$ cat config.mk
export PLATFORM = sky130hd
export DESIGN_NAME = game_flow_controller_flat
export DESIGN_NICKNAME = d
export VERILOG_FILES = /design/src/rtl/game_flow_controller_pkg.sv /design/src/rtl/game_flow_controller_if.sv /design/src/rtl/game_flow_controller_prio_select.sv /design/src/rtl/game_flow_controller.sv /design/src/flat_wrapper.sv
export SDC_FILE = /design/constraint.sdc
export NUM_CORES = 1
export LEC_CHECK = 0
export CORE_MARGIN = 2
export CORE_UTILIZATION = 31
export DETAILED_ROUTE_END_ITERATION = 8
export GPL_TIMING_DRIVEN = 0
export PLACE_DENSITY = 0.49
export SYNTH_ARGS = -nofsm -noshare
export SYNTH_HDL_FRONTEND = slang
export SYNTH_SLANG_ARGS = --single-unit
$ cat constraint.sdc
create_clock -name clk -period 7.4 [get_ports clk]
set_input_delay 1.48 -clock clk [delete_from_list [all_inputs] [get_ports clk]]
set_output_delay 1.48 -clock clk [all_outputs]
set_load 0.1 [all_outputs]
$ cat src/rtl/game_flow_controller_pkg.sv
// Shared definitions for the frog-game flow controller: FSM states,
// object slot indices and the default collision masks / sound codes.
package game_pkg;

    typedef enum logic [2:0] {
        ST_IDLE,
        ST_PLAY,
        ST_WIN,
        ST_LOSE,
        ST_BUZ,
        ST_GAMEOVER
    } state_t;

    // draw_req slot of each object; lower index wins the pixel
    localparam int BACKGROUND = 0;
    localparam int WATERFALL  = 1;
    localparam int LOG        = 2;
    localparam int FROG       = 3;
    localparam int ENDBANK    = 4;
    localparam int FRENCH     = 5;

    localparam logic [5:0] DEFAULT_HAZARD_MASK = 6'b100101;
    localparam logic [5:0] DEFAULT_GOAL_MASK   = 6'b010000;

    localparam int WIN_FREQ_CODE  = 1;
    localparam int LOSE_FREQ_CODE = 0;

endpackage

$ cat src/rtl/game_flow_controller_if.sv
// Bundle between the draw units / VGA mux / sound path and the flow controller.
interface game_flow_controller_if #(
    parameter int NUM_OBJ   = 6,
    parameter int MAX_LEVEL = 8,
    parameter int LIVES     = 3,
    parameter int NUM_LOGS  = 4,
    parameter int FREQ_W    = 10
);
    logic [NUM_OBJ-1:0]               draw_req;
    logic                             start;
    logic [$clog2(NUM_OBJ+1)-1:0]     select_mux;
    logic                             win;
    logic                             lose;
    logic                             game_over;
    logic [$clog2(MAX_LEVEL+1)-1:0]   level;
    logic [$clog2(LIVES+1)-1:0]       lives;
    logic [NUM_LOGS-1:0]              log_enable;
    logic [FREQ_W-1:0]                sound_freq;
    logic                             enable_sound;

    modport master (
        output draw_req, start,
        input  select_mux, win, lose, game_over, level, lives,
               log_enable, sound_freq, enable_sound
    );

    modport slave (
        input  draw_req, start,
        output select_mux, win, lose, game_over, level, lives,
               log_enable, sound_freq, enable_sound
    );
endinterface

$ cat src/rtl/game_flow_controller_prio_select.sv
// Fixed-priority pixel selector: lowest set request wins, 0 means background.
module prio_select #(
    parameter int NUM_OBJ = 6,
    parameter int SEL_W   = $clog2(NUM_OBJ + 1)
) (
    input  logic [NUM_OBJ-1:0] req,
    output logic [SEL_W-1:0]   select_mux
);

    // Scan from the top so the lowest index is the last (winning) assignment
    always_comb begin
        select_mux = '0;
        for (int i = NUM_OBJ - 1; i >= 0; i--) begin
            if (req[i]) select_mux = SEL_W'(i + 1);
        end
    end

endmodule

$ cat src/rtl/game_flow_controller.sv
// Frog-game flow controller: pixel priority, collision win/lose FSM,
// level/lives bookkeeping and timed sound burst.
module game_flow_controller
    import game_pkg::*;
#(
    parameter int               NUM_OBJ     = 6,
    parameter int               FROG_IDX    = FROG,
    parameter logic [NUM_OBJ-1:0] HAZARD_MASK = NUM_OBJ'(DEFAULT_HAZARD_MASK),
    parameter logic [NUM_OBJ-1:0] GOAL_MASK   = NUM_OBJ'(DEFAULT_GOAL_MASK),
    parameter int               NUM_LOGS    = 4,
    parameter int               MAX_LEVEL   = 8,
    parameter int               LIVES       = 3,
    parameter int               BUZ_CYCLES  = 50000000,
    parameter int               FREQ_W      = 10,
    parameter int               WIN_FREQ    = WIN_FREQ_CODE,
    parameter int               LOSE_FREQ   = LOSE_FREQ_CODE
) (
    input logic clk,
    input logic reset,
    game_flow_controller_if.slave bus
);

    localparam int LVL_W = $clog2(MAX_LEVEL + 1);
    localparam int LIV_W = $clog2(LIVES + 1);
    localparam int CNT_W = $clog2(BUZ_CYCLES + 1);

    // The frog never collides with itself
    localparam logic [NUM_OBJ-1:0] FROG_BIT   = NUM_OBJ'(1) << FROG_IDX;
    localparam logic [NUM_OBJ-1:0] HAZARD_EFF = HAZARD_MASK & ~FROG_BIT;
    localparam logic [NUM_OBJ-1:0] GOAL_EFF   = GOAL_MASK & ~FROG_BIT;

    state_t             state_reg, state_next;
    logic [LVL_W-1:0]   level_reg, level_next;
    logic [LIV_W-1:0]   lives_reg, lives_next;
    logic [CNT_W-1:0]   cnt_reg, cnt_next;
    logic [FREQ_W-1:0]  freq_reg, freq_next;

    logic frog_hit, hazard_hit, goal_hit;

    prio_select #(.NUM_OBJ(NUM_OBJ)) u_prio (
        .req        (bus.draw_req),
        .select_mux (bus.select_mux)
    );

    assign frog_hit   = bus.draw_req[FROG_IDX];
    assign hazard_hit = frog_hit && (|(bus.draw_req & HAZARD_EFF));
    assign goal_hit   = frog_hit && (|(bus.draw_req & GOAL_EFF));

    always_ff @(posedge clk or posedge reset) begin
        if (reset) begin
            state_reg <= ST_IDLE;
            level_reg <= LVL_W'(1);
            lives_reg <= LIV_W'(LIVES);
            cnt_reg   <= '0;
            freq_reg  <= FREQ_W'(LOSE_FREQ);
        end else begin
            state_reg <= state_next;
            level_reg <= level_next;
            lives_reg <= lives_next;
            cnt_reg   <= cnt_next;
            freq_reg  <= freq_next;
        end
    end

    always_comb begin
        state_next = state_reg;
        level_next = level_reg;
        lives_next = lives_reg;
        cnt_next   = cnt_reg;
        freq_next  = freq_reg;
        case (state_reg)
            ST_IDLE: begin
                if (bus.start) state_next = ST_PLAY;
            end
            ST_PLAY: begin
                // Hazard beats goal when both overlap the frog
                if (hazard_hit)    state_next = ST_LOSE;
                else if (goal_hit) state_next = ST_WIN;
            end
            ST_WIN: begin
                if (level_reg < LVL_W'(MAX_LEVEL)) level_next = level_reg + LVL_W'(1);
                freq_next  = FREQ_W'(WIN_FREQ);
                cnt_next   = CNT_W'(BUZ_CYCLES - 1);
                state_next = ST_BUZ;
            end
            ST_LOSE: begin
                lives_next = lives_reg - LIV_W'(1);
                if (level_reg > LVL_W'(1)) level_next = level_reg - LVL_W'(1);
                freq_next  = FREQ_W'(LOSE_FREQ);
                cnt_next   = CNT_W'(BUZ_CYCLES - 1);
                state_next = ST_BUZ;
            end
            ST_BUZ: begin
                if (cnt_reg != '0)        cnt_next   = cnt_reg - CNT_W'(1);
                else if (lives_reg == '0) state_next = ST_GAMEOVER;
                else                      state_next = ST_PLAY;
            end
            ST_GAMEOVER: begin
                if (bus.start) begin
                    level_next = LVL_W'(1);
                    lives_next = LIV_W'(LIVES);
                    state_next = ST_PLAY;
                end
            end
            default: state_next = ST_IDLE;
        endcase
    end

    assign bus.win          = (state_reg == ST_WIN);
    assign bus.lose         = (state_reg == ST_LOSE);
    assign bus.game_over    = (state_reg == ST_GAMEOVER);
    assign bus.enable_sound = (state_reg == ST_BUZ);
    assign bus.level        = level_reg;
    assign bus.lives        = lives_reg;
    assign bus.sound_freq   = freq_reg;

    // Thermometer: log gi is active once level exceeds gi
    for (genvar gi = 0; gi < NUM_LOGS; gi++) begin : g_log
        assign bus.log_enable[gi] = (int'(level_reg) > gi);
    end

endmodule
$ cat src/flat_wrapper.sv
// flat-port wrapper written by rule: the top's interface ports become plain ports
module game_flow_controller_flat import game_pkg::*;
#(
    parameter int               NUM_OBJ     = 6,
    parameter int               FROG_IDX    = FROG,
    parameter logic [NUM_OBJ-1:0] HAZARD_MASK = NUM_OBJ'(DEFAULT_HAZARD_MASK),
    parameter logic [NUM_OBJ-1:0] GOAL_MASK   = NUM_OBJ'(DEFAULT_GOAL_MASK),
    parameter int               NUM_LOGS    = 4,
    parameter int               MAX_LEVEL   = 8,
    parameter int               LIVES       = 3,
    parameter int               BUZ_CYCLES  = 50000000,
    parameter int               FREQ_W      = 10,
    parameter int               WIN_FREQ    = WIN_FREQ_CODE,
    parameter int               LOSE_FREQ   = LOSE_FREQ_CODE
)
  (clk, reset, bus_draw_req, bus_start, bus_select_mux, bus_win, bus_lose, bus_game_over, bus_level, bus_lives, bus_log_enable, bus_sound_freq, bus_enable_sound);
  game_flow_controller_if #(.NUM_OBJ(NUM_OBJ), .MAX_LEVEL(MAX_LEVEL), .LIVES(LIVES), .NUM_LOGS(NUM_LOGS), .FREQ_W(FREQ_W)) bus_i ();
  input logic clk;
  input logic reset;
  input wire logic [$bits(bus_i.draw_req)-1:0] bus_draw_req;
  input wire logic [$bits(bus_i.start)-1:0] bus_start;
  output wire logic [$bits(bus_i.select_mux)-1:0] bus_select_mux;
  output wire logic [$bits(bus_i.win)-1:0] bus_win;
  output wire logic [$bits(bus_i.lose)-1:0] bus_lose;
  output wire logic [$bits(bus_i.game_over)-1:0] bus_game_over;
  output wire logic [$bits(bus_i.level)-1:0] bus_level;
  output wire logic [$bits(bus_i.lives)-1:0] bus_lives;
  output wire logic [$bits(bus_i.log_enable)-1:0] bus_log_enable;
  output wire logic [$bits(bus_i.sound_freq)-1:0] bus_sound_freq;
  output wire logic [$bits(bus_i.enable_sound)-1:0] bus_enable_sound;
  assign bus_i.draw_req = bus_draw_req;
  assign bus_i.start = bus_start;
  assign bus_select_mux = bus_i.select_mux;
  assign bus_win = bus_i.win;
  assign bus_lose = bus_i.lose;
  assign bus_game_over = bus_i.game_over;
  assign bus_level = bus_i.level;
  assign bus_lives = bus_i.lives;
  assign bus_log_enable = bus_i.log_enable;
  assign bus_sound_freq = bus_i.sound_freq;
  assign bus_enable_sound = bus_i.enable_sound;
  game_flow_controller #(.NUM_OBJ(NUM_OBJ), .FROG_IDX(FROG_IDX), .HAZARD_MASK(HAZARD_MASK), .GOAL_MASK(GOAL_MASK), .NUM_LOGS(NUM_LOGS), .MAX_LEVEL(MAX_LEVEL), .LIVES(LIVES), .BUZ_CYCLES(BUZ_CYCLES), .FREQ_W(FREQ_W), .WIN_FREQ(WIN_FREQ), .LOSE_FREQ(LOSE_FREQ)) u_core (.clk(clk), .reset(reset), .bus(bus_i));
endmodule
==> impl_metrics.py <==
metrics = {
    "critical_path": {
        "max_stage_delay_ns": 1.18,
        "cpMaxStageDelayCell": "clkdlybuf4s50_1",
        "setup.worst_path.class": "in -> out",
        "crit_fanout": 5,
        "path_cells": "clkdlybuf4s50_1 -> nor4_1 -> clkdlybuf4s50_1",
        "crit_required_ns": 5.92,
        "rrSetupSlack_ns": 4.75,
        "start_kind": "input port",
        "crit_top_cell": "clkdlybuf4s50_1",
        "ff2ff_path_depth": 5,
        "critPathArrivalTime_ns": 3.43,
        "end_kind": "output port",
    },
    "timing": {
        "final_hold_viol_count": 0,
        "min_period_ns": 4.906,
        "finalMaxSlewViolations": 0,
        "rsz0062_at_grt": "false",
        "worst_slew_pin_slew_ns": 0.9732,
        "fin_skew_ns": 0.009946,
        "post-route-period-util": 0.6630,
        "worst_slack_ns": 2.494,
        "finalSetupViolCount": 0,
        "timing.fmax_mhz": 203.8,
        "setup_tns_ns": 0,
        "slew_headroom": 0.3492,
    },
    "floorplan": {
        "row_count": 31,
        "die_h_microns": 90.44,
        "ios": 36,
        "start_util": 0.3193,
        "dieArea_sq_um": 8178,
        "core-area_sq_um": 7253,
        "dieWidth_microns": 90.44,
    },
    "detailed_routing": {
        "viasPerCell": 4.939,
        "drt_iter0_drc": 94,
        "dr_total_vias": 1946,
        "ant_nets": 0,
        "routedWlPerCell_microns": 13.60,
        "first_pass_iters": 4,
        "wirelength_microns": 5359,
        "drc": 0,
    },
    "logic_synthesis": {
        "synth_edf_count": 0,
        "async_flop_share": 1.000,
        "ys_seq_area_frac": 0.3906,
        "ys.flop_type": "dfrtp_1",
        "syn_area_sq_um": 2316,
        "synthCells": 253,
        "synth_seq_cells": 36,
        "yosys_warnings": 0,
        "synth_cell_types": 51,
        "syn-mean-instance-area_sq_um": 9.154,
    },
    "clocking": {
        "ctsHoldBuffers": 0,
        "cts-root-buf": "clkbuf_8",
        "cts.sinks": 36,
        "path_clk_slew_ns": 0.08,
        "cts_buffers": 5,
        "post_cts_buffers": 0,
        "htreeDepth": 2,
        "insertion_delay_ns": 0.30,
        "clk_path_buf_depth": 2,
        "cts_resized": 0,
        "tritoncts": "built",
    },
    "pwr": {
        "clkPwrFrac": 0.173,
        "p_switching_uw": 560.4,
        "power_density_nw_per_um2": 372.3,
        "pwr-share-comb": 0.573,
        "p_total_mw": 1.058,
        "swShare": 0.5298,
        "seq_power_share": 0.254,
        "cell_internal_pwr_uw": 497.3,
        "ir_worst_vdd_uv": 217.6,
        "total_leakage_power_nw": 1.070,
    },
    "finish": {
        "mostFrequentLayoutCell": "dfrtp_1",
        "seq_area_sq_um": 904.6,
        "n_antenna_cell": 0,
        "fillers": 744,
        "nNetsFinal": 309,
        "layout_common_cells": "dfrtp_1, clkdlybuf4s50_1, nor2_1",
        "area_growth_pct": 22.69,
        "design_area_sq_um": 2841,
        "multi_input_area_sq_um": 1276,
        "largest_reg_flops": 26,
        "layout-drive-gt1-share": 0.1153,
        "post-route-util": 0.3918,
    },
    "place": {
        "io_buffers": 26,
        "hpwl_microns": 3787,
        "place_ws_ns": 2.504,
        "dpl-instance-area_sq_um": 2730,
        "gp_congestion": 0.7367,
    },
    "global_route": {
        "overflow": 0,
        "grt_usage": 0.1441,
        "grt_pass1_vias": 1941,
        "antenna_found_initial": 0,
        "grt_start_max_net_pins": 37,
        "grt_pass1_wl_microns": 9535,
    },
    "min_path": {
        "hp-class": "reg -> reg",
        "hold_depth": 1,
    },
    "job": {
        "maxCapViolations": 0,
    },
    "run_status": {
        "outcome": "finished, final reports clean",
    },
}
final timing paths:
kind                                   startpoint                  end
worst max-delay path              bus_draw_req[0]    bus_select_mux[2]
worst min-delay path            u_core.cnt_reg[0]    u_core.cnt_reg[0]
worst max register to register  u_core.cnt_reg[8]  u_core.state_reg[2]
worst min register to register  u_core.cnt_reg[0]    u_core.cnt_reg[0]
max in group asynchronous                   reset   u_core.cnt_reg[16]
min in group asynchronous                   reset  u_core.bus.level[1]
per-layer routing:
| metal | GRT usage | part of all wire | wire length, microns | vias up |
|---|---|---|---|---|
| li1 | - | - | - | 1004 |
| met1 | 0.1960 | 0.51 | 2739 | 905 |
| met2 | 0.2256 | 0.44 | 2366 | 31 |
| met3 | 0.03255 | 0.030 | 163 | 6 |
| met4 | 0.05000 | 0.017 | 90 | 0 |
| met5 | 0 | 0 | 0 | - |
stage by stage:
| stage | hold slack (ns) | instances |
|---|---|---|
| floorplan | 0.4589 | 261 |
| global placement | 0.4870 | 386 |
| detailed placement | 0.4929 | 386 |
| CTS | 0.5022 | 394 |
| global route | 0.5354 | 394 |
| finish | 0.4933 | 394 |
critical path: cells and delay by family:
family / cells / cell delay (ns)
buffers and inverters: 2 / 1.66
AND/OR/NAND/NOR: 1 / 0.29
cells in the mapped netlist (all sizes together), types with 2 or more instances:
library cell	count	area, sq um
dfrtp	33	825.8
nand3	7	35.03
inv	11	41.29
and3	3	18.77
clkbuf	12	45.04
nand2b	4	25.02
a21oi	13	65.06
xor2	3	26.28
ha	6	75.07
dfstp	3	78.83
a2111oi	4	80.07
xnor2	6	52.55
o31ai	8	60.06
nor2	23	86.33
o21ai	8	40.04
a22o	4	35.03
a211oi	7	52.55
and2	3	18.77
a221oi	2	17.52
or4	11	90.08
nand2	16	60.06
a31o	2	17.52
or3	6	42.54
buf	10	78.82
or3b	2	17.52
nor2b	4	25.02
nor3	13	87.58
a21o	2	15.01
o21bai	2	15.01
a31oi	5	31.28
nor4	7	43.79
power by group through the flow:
| stage | clock network, mW | logic (mW) | registers, mW |
|---|---|---|---|
| after floorplan | 0 | 0.340 | 0.407 |
| after global placement | 0 | 0.612 | 0.273 |
| after detailed placement | 0 | 0.610 | 0.273 |
| after CTS | 0.189 | 0.611 | 0.270 |
| after global routing | 0.198 | 0.648 | 0.277 |
| final | 0.183 | 0.606 | 0.269 |
logic make-up (layout without fill, tap and decap cells):
family                     after synthesis  after routing  synth area share
DFF                                     36             36            0.3906
muxes                                    2              2          0.009184
and+or+nand+nor                        104            104            0.2566
xor gates and xnor gates                 9              9           0.03404
adders and majority gates                6              6           0.03241
AOI/OAI and AO/OA                       62             62            0.2042
buffers and inverters                   33             67           0.07131
other                                    1              9          0.001619
layout make-up:
| class | count | share of cell area |
|---|---|---|
| timing repair buffer | 26 | 0.09159 |
| buffer | 22 | 0.04359 |
| multi-input combinational | 192 | 0.4491 |
| clock buffer | 5 | 0.02422 |
| inverter | 11 | 0.01453 |
| clock inverter | 3 | 0.01497 |
| tap | 99 | 0.04359 |
| sequential | 36 | 0.3184 |
Power figures use the tool's default switching activity.
